--- src/rtl/traffic_pkg.sv ---
// Shared types for the highway/country traffic-light slice:
// light codes, detector filter states and a counter sizing helper.
package traffic_pkg;

    typedef enum logic [1:0] {
        RED    = 2'b00,
        YELLOW = 2'b01,
        GREEN  = 2'b10
    } light_t;

    typedef enum logic [1:0] {
        ABSENT   = 2'b00,
        QUAL_ON  = 2'b01,
        PRESENT  = 2'b10,
        QUAL_OFF = 2'b11
    } deb_state_t;

    // Bits needed for a stability counter covering both windows.
    function automatic int deb_cnt_w(input int on_n, input int off_n);
        int m;
        int w;
        m = (on_n > off_n) ? on_n : off_n;
        w = $clog2(m);
        return (w < 1) ? 1 : w;
    endfunction

endpackage

--- src/rtl/sensor_debounce_if.sv ---
// Detector conditioning bundle: raw line and count clear in,
// qualified level, arrival pulse and vehicle count out.
interface sensor_debounce_if #(
    parameter int CNT_W = 8
);

    logic             car_raw;
    logic             clr_count;
    logic             sensor;
    logic             arrival;
    logic [CNT_W-1:0] car_count;

    modport master (
        output car_raw,
        output clr_count,
        input  sensor,
        input  arrival,
        input  car_count
    );

    modport slave (
        input  car_raw,
        input  clr_count,
        output sensor,
        output arrival,
        output car_count
    );

endinterface

--- src/rtl/sensor_debounce_sync_2ff.sv ---
// Two-flop synchroniser for a single asynchronous input.
// Nothing may sit between the flops.
module sync_2ff (
    input  logic clk,
    input  logic reset,
    input  logic d,
    output logic q
);

    logic meta;

    // Plain two-stage capture, cleared to 0 on reset.
    always_ff @(posedge clk or negedge reset) begin
        if (!reset) begin
            meta <= 1'b0;
            q    <= 1'b0;
        end else begin
            meta <= d;
            q    <= meta;
        end
    end

endmodule

--- src/rtl/sensor_debounce.sv ---
// Country-road detector filter: sync, presence/absence windows,
// one arrival pulse per qualified vehicle, saturating count.
module sensor_debounce #(
    parameter int DEB_ON  = 4,
    parameter int DEB_OFF = 8,
    parameter int CNT_W   = 8
) (
    input  logic        clk,
    input  logic        reset,
    sensor_debounce_if.slave bus
);

    import traffic_pkg::*;

    localparam int CW = deb_cnt_w(DEB_ON, DEB_OFF);
    localparam logic [CW-1:0] ON_LAST  = CW'(DEB_ON - 1);
    localparam logic [CW-1:0] OFF_LAST = CW'(DEB_OFF - 1);
    localparam logic [CNT_W-1:0] ONE   = CNT_W'(1);

    deb_state_t       state;
    logic [CW-1:0]    cnt;
    logic             s;
    logic             sensor_q;
    logic             arrival_q;
    logic             qualify;
    logic [CNT_W-1:0] count_q;

    sync_2ff u_sync (
        .clk   (clk),
        .reset (reset),
        .d     (bus.car_raw),
        .q     (s)
    );

    // Edge that completes a presence window and counts a vehicle.
    always_comb begin
        qualify = (state == QUAL_ON) && s && (cnt == ON_LAST);
    end

    // Filter FSM with registered level and arrival outputs.
    always_ff @(posedge clk or negedge reset) begin
        if (!reset) begin
            state     <= ABSENT;
            cnt       <= '0;
            sensor_q  <= 1'b0;
            arrival_q <= 1'b0;
        end else begin
            arrival_q <= 1'b0;
            case (state)
                ABSENT: begin
                    if (s) begin
                        state <= QUAL_ON;
                        cnt   <= CW'(1);
                    end
                end
                QUAL_ON: begin
                    if (!s) begin
                        state <= ABSENT;
                        cnt   <= '0;
                    end else if (cnt == ON_LAST) begin
                        state     <= PRESENT;
                        cnt       <= '0;
                        sensor_q  <= 1'b1;
                        arrival_q <= 1'b1;
                    end else begin
                        cnt <= cnt + 1'b1;
                    end
                end
                PRESENT: begin
                    if (!s) begin
                        state <= QUAL_OFF;
                        cnt   <= CW'(1);
                    end
                end
                QUAL_OFF: begin
                    if (s) begin
                        state <= PRESENT;
                        cnt   <= '0;
                    end else if (cnt == OFF_LAST) begin
                        state    <= ABSENT;
                        cnt      <= '0;
                        sensor_q <= 1'b0;
                    end else begin
                        cnt <= cnt + 1'b1;
                    end
                end
                default: begin
                    state    <= ABSENT;
                    cnt      <= '0;
                    sensor_q <= 1'b0;
                end
            endcase
        end
    end

    // Saturating arrival counter; a clear still counts a same-cycle arrival.
    always_ff @(posedge clk or negedge reset) begin
        if (!reset) begin
            count_q <= '0;
        end else if (bus.clr_count) begin
            count_q <= qualify ? ONE : '0;
        end else if (qualify && (count_q != '1)) begin
            count_q <= count_q + 1'b1;
        end
    end

    assign bus.sensor    = sensor_q;
    assign bus.arrival   = arrival_q;
    assign bus.car_count = count_q;

endmodule
--- src/flat_wrapper.sv ---
// flat-port wrapper written by rule: the top's interface ports become plain ports
module sensor_debounce_flat import traffic_pkg::*;
#(
    parameter int DEB_ON  = 4,
    parameter int DEB_OFF = 8,
    parameter int CNT_W   = 8
)
  (clk, reset, bus_car_raw, bus_clr_count, bus_sensor, bus_arrival, bus_car_count);
  sensor_debounce_if #(.CNT_W(CNT_W)) bus_i ();
  input  logic clk;
  input  logic reset;
  input wire logic [$bits(bus_i.car_raw)-1:0] bus_car_raw;
  input wire logic [$bits(bus_i.clr_count)-1:0] bus_clr_count;
  output wire logic [$bits(bus_i.sensor)-1:0] bus_sensor;
  output wire logic [$bits(bus_i.arrival)-1:0] bus_arrival;
  output wire logic [$bits(bus_i.car_count)-1:0] bus_car_count;
  assign bus_i.car_raw = bus_car_raw;
  assign bus_i.clr_count = bus_clr_count;
  assign bus_sensor = bus_i.sensor;
  assign bus_arrival = bus_i.arrival;
  assign bus_car_count = bus_i.car_count;
  sensor_debounce #(.DEB_ON(DEB_ON), .DEB_OFF(DEB_OFF), .CNT_W(CNT_W)) u_core (.clk(clk), .reset(reset), .bus(bus_i));
endmodule
--- config.mk ---
export PLATFORM = sky130hd
export DESIGN_NAME = sensor_debounce_flat
export DESIGN_NICKNAME = d
export VERILOG_FILES = /design/src/rtl/traffic_pkg.sv /design/src/rtl/sensor_debounce_if.sv /design/src/rtl/sensor_debounce_sync_2ff.sv /design/src/rtl/sensor_debounce.sv /design/src/flat_wrapper.sv
export SDC_FILE = /design/constraint.sdc
export NUM_CORES = 1
export LEC_CHECK = 0
export BUFFER_PORTS_ARGS = -buffer_cell sky130_fd_sc_hd__buf_4
export CORE_MARGIN = 4
export CORE_UTILIZATION = 33
export DETAILED_ROUTE_END_ITERATION = 16
export REMOVE_ABC_BUFFERS = 1
export SYNTH_ARGS = -nofsm -noshare
export SYNTH_HDL_FRONTEND = slang
export SYNTH_SLANG_ARGS = --single-unit
--- constraint.sdc ---
create_clock -name clk -period 3 [get_ports clk]
set_input_delay 0.6 -clock clk [delete_from_list [all_inputs] [get_ports clk]]
set_output_delay 0.6 -clock clk [all_outputs]
set_load 0.1 [all_outputs]
==> impl_metrics.env <==
export IMPL_nNetsFinal=114
export IMPL_cts_resized=0
export IMPL_finalSetupTns_ps=0
export IMPL_postRouteAntennaNets=0
export IMPL_pwr_density_cell_nw_per_um2=603
export IMPL_gp_congestion=0.719
export IMPL_required_ps=3220
export IMPL_area_growth_pct=14.1
export IMPL_ir_worst_vdd_uv=304
export IMPL_cp_start_kind="flip-flop"
export IMPL_cts_root_buf="clkbuf_4"
export IMPL_grt_max_degree=18
export IMPL_antenna_found_initial=0
export IMPL_place_inst=130
export IMPL_setup_violations=0
export IMPL_finClkSkew_ps=3.54
export IMPL_fp_dieW_um=60.4
export IMPL_synth_seq_area_share=0.469
export IMPL_period_minus_slack_ps=1930
export IMPL_fill_cells=265
export IMPL_yosys_area_top_type_share=0.469
export IMPL_cp_top_family="simple AND/OR/NAND/NOR gates"
export IMPL_synth_cells=91
export IMPL_status="complete, no violations"
export IMPL_path_max_fanout=8
export IMPL_crit_top_cell="ha_1"
export IMPL_synth_avg_cell_area_um2=9.97
export IMPL_finalWorstSetupSlack_ps=1070
export IMPL_gr_total_overflow=0
export IMPL_ys_seq_elements=17
export IMPL_worstHoldPathType="in2async"
export IMPL_clk_latency_ps=280
export IMPL_finalHoldViolations=0
export IMPL_place_detailed_hpwl_um=1300
export IMPL_crit_slowest_cell="or4_1"
export IMPL_drive_gt1_frac=0.202
export IMPL_initial_core_util=0.356
export IMPL_clk_pin_slew_ps=100
export IMPL_cp_end_kind="flip-flop"
export IMPL_fmax_mhz=518
export IMPL_drv_cap=0
export IMPL_portBuffers=13
export IMPL_clockBufferDepth=2
export IMPL_num_vias=743
export IMPL_regArea_um2=425
export IMPL_worstPathArrival_ps=2150
export IMPL_dr_pass1_iters=5
export IMPL_crit_buf_inv=0
export IMPL_critPathMaxStageDelay_ps=410
export IMPL_htree_levels=1
export IMPL_wl_per_cell_um=13.7
export IMPL_yosys_area_top_type="dfrtp_1"
export IMPL_cts_sinks=17
export IMPL_cts_hold_buffers=0
export IMPL_final_cell_mix="dfrtp_1, buf_4, a21oi_1"
export IMPL_numCtsBuffers=3
export IMPL_fin_cells=134
export IMPL_dp_slack_ps=1070
export IMPL_dieArea_um2=3650
export IMPL_io_pins=14
export IMPL_power_leakage_nw=0.470
export IMPL_grt_pass1_wl_um=3160
export IMPL_avgViaCountPerCell=5.54
export IMPL_final_period_utilization=0.643
export IMPL_layout_commonest_cell="dfrtp_1"
export IMPL_slew_viol_final=0
export IMPL_groute_usage_overall=0.115
export IMPL_slew_headroom=0.730
export IMPL_rsz0062_at_grt="false"
export IMPL_routed_wl_um=1830
export IMPL_die_h_um=60.4
export IMPL_path_cells="ha_1, ha_1, nand4b_4, or2_1, or4_1, a21oi_1"
export IMPL_syn_cell_area_um2=907
export IMPL_core_um2=2540
export IMPL_rows=18
export IMPL_yosysUniqueCellTypes=34
export IMPL_yosys_warnings=0
export IMPL_drc=0
export IMPL_postCtsSetupRepairBufs=0
export IMPL_final_util=0.407
export IMPL_synth_area_leaders="dfrtp_1, ha_1, a21oi_1"
export IMPL_tightest_slew_ps=402
export IMPL_drt_iter0_markers=35
export IMPL_diodes=0
export IMPL_multiInputGateArea_um2=433
export IMPL_crit_type="reg2reg"
export IMPL_grt_pass1_vias=740
export IMPL_cts_tree="yes"
[power by group]
part,total (mW),switching [mW],internal (mW),leakage (nW)
logic,0.179,0.0959,0.0830,0.231
clock network,0.122,0.0706,0.0516,0.0150
registers,0.322,0.0594,0.263,0.224
total,0.623,0.226,0.398,0.470
[cell families (layout without fill, tap and decap cells)]
logic type                 Yosys count  count (layout)  share of synthesized area
DFF                                 17              17                      0.469
adders and majority gates            5               5                     0.0690
muxes                                1               1                     0.0124
buffers and inverters                8              21                     0.0538
AOI/OAI and AO/OA                   22              22                      0.153
xor gates and xnor gates             1               1                    0.00966
and+or+nand+nor                     37              37                      0.233
[per-layer routing]
layer | track usage | wire [µm]
met4 | 0.0372 | 17
met3 | 0.0277 | 99
met5 | 0 | 0
met2 | 0.204 | 908
met1 | 0.136 | 806
[state kept, by name (all words and copies together), names as in the netlist, named ones only]
signal,count
u_core.u_sync.meta,1
u_core.cnt,3
u_core.bus.car_count,8
u_core.bus.sensor,1
u_core.state,1
u_core.u_sync.q,1
u_core.bus.arrival,1
[path summary, 6_finish.rpt]
| path | cells after the start | slack, ps | to | from |
|---|---|---|---|---|
| hold / removal | 1 | 160 | u_core.cnt[2] | reset |
| min in group clk | 0 | 360 | u_core.u_sync.q | u_core.u_sync.meta |
| max in group asynchronous | 1 | 2650 | u_core.bus.car_count[4] | reset |
| hold reg to reg | 0 | 360 | u_core.u_sync.q | u_core.u_sync.meta |
| setup / recovery | 6 | 1070 | u_core.bus.car_count[5] | u_core.cnt[0] |
| setup reg to reg | 6 | 1070 | u_core.bus.car_count[5] | u_core.cnt[0] |
[synthesized netlist by cell type (all sizes together)]
master  instances
o32ai           1
nand3b          2
mux2            1
a211oi          1
buf             3
nand2           6
and3            2
o31a            1
a21oi           8
or3             1
o21a            1
o21ba           1
ha              5
nor3            6
dfrtp          17
a31o            1
nand4b          1
inv             4
o21ai           5
nand2b          1
nor2b           2
nor3b           1
and2b           1
or4             1
clkbuf          1
nor2            7
xor2            1
nand4           1
a311oi          1
or2             1
o31ai           1
a31oi           1
nand3           4
[through the flow]
step | power [mW] | instance area [µm²] | hold slack (ps)
floorplan | 0.456 | 873 | 304
global placement | 0.499 | 1010 | 333
detailed placement | 0.504 | 1010 | 340
CTS | 0.634 | 1030 | 160
global route | 0.677 | 1030 | 152
finish | 0.623 | 1030 | 157
[layout make-up]
cell class,count,share of cell area
flip-flops and latches,17,0.411
multi-input cells,66,0.418
well taps,30,0.0363
repair buffers,13,0.0943
clock buffers,4,0.0254
inverters,4,0.0145
Power figures use the tool's default switching activity.
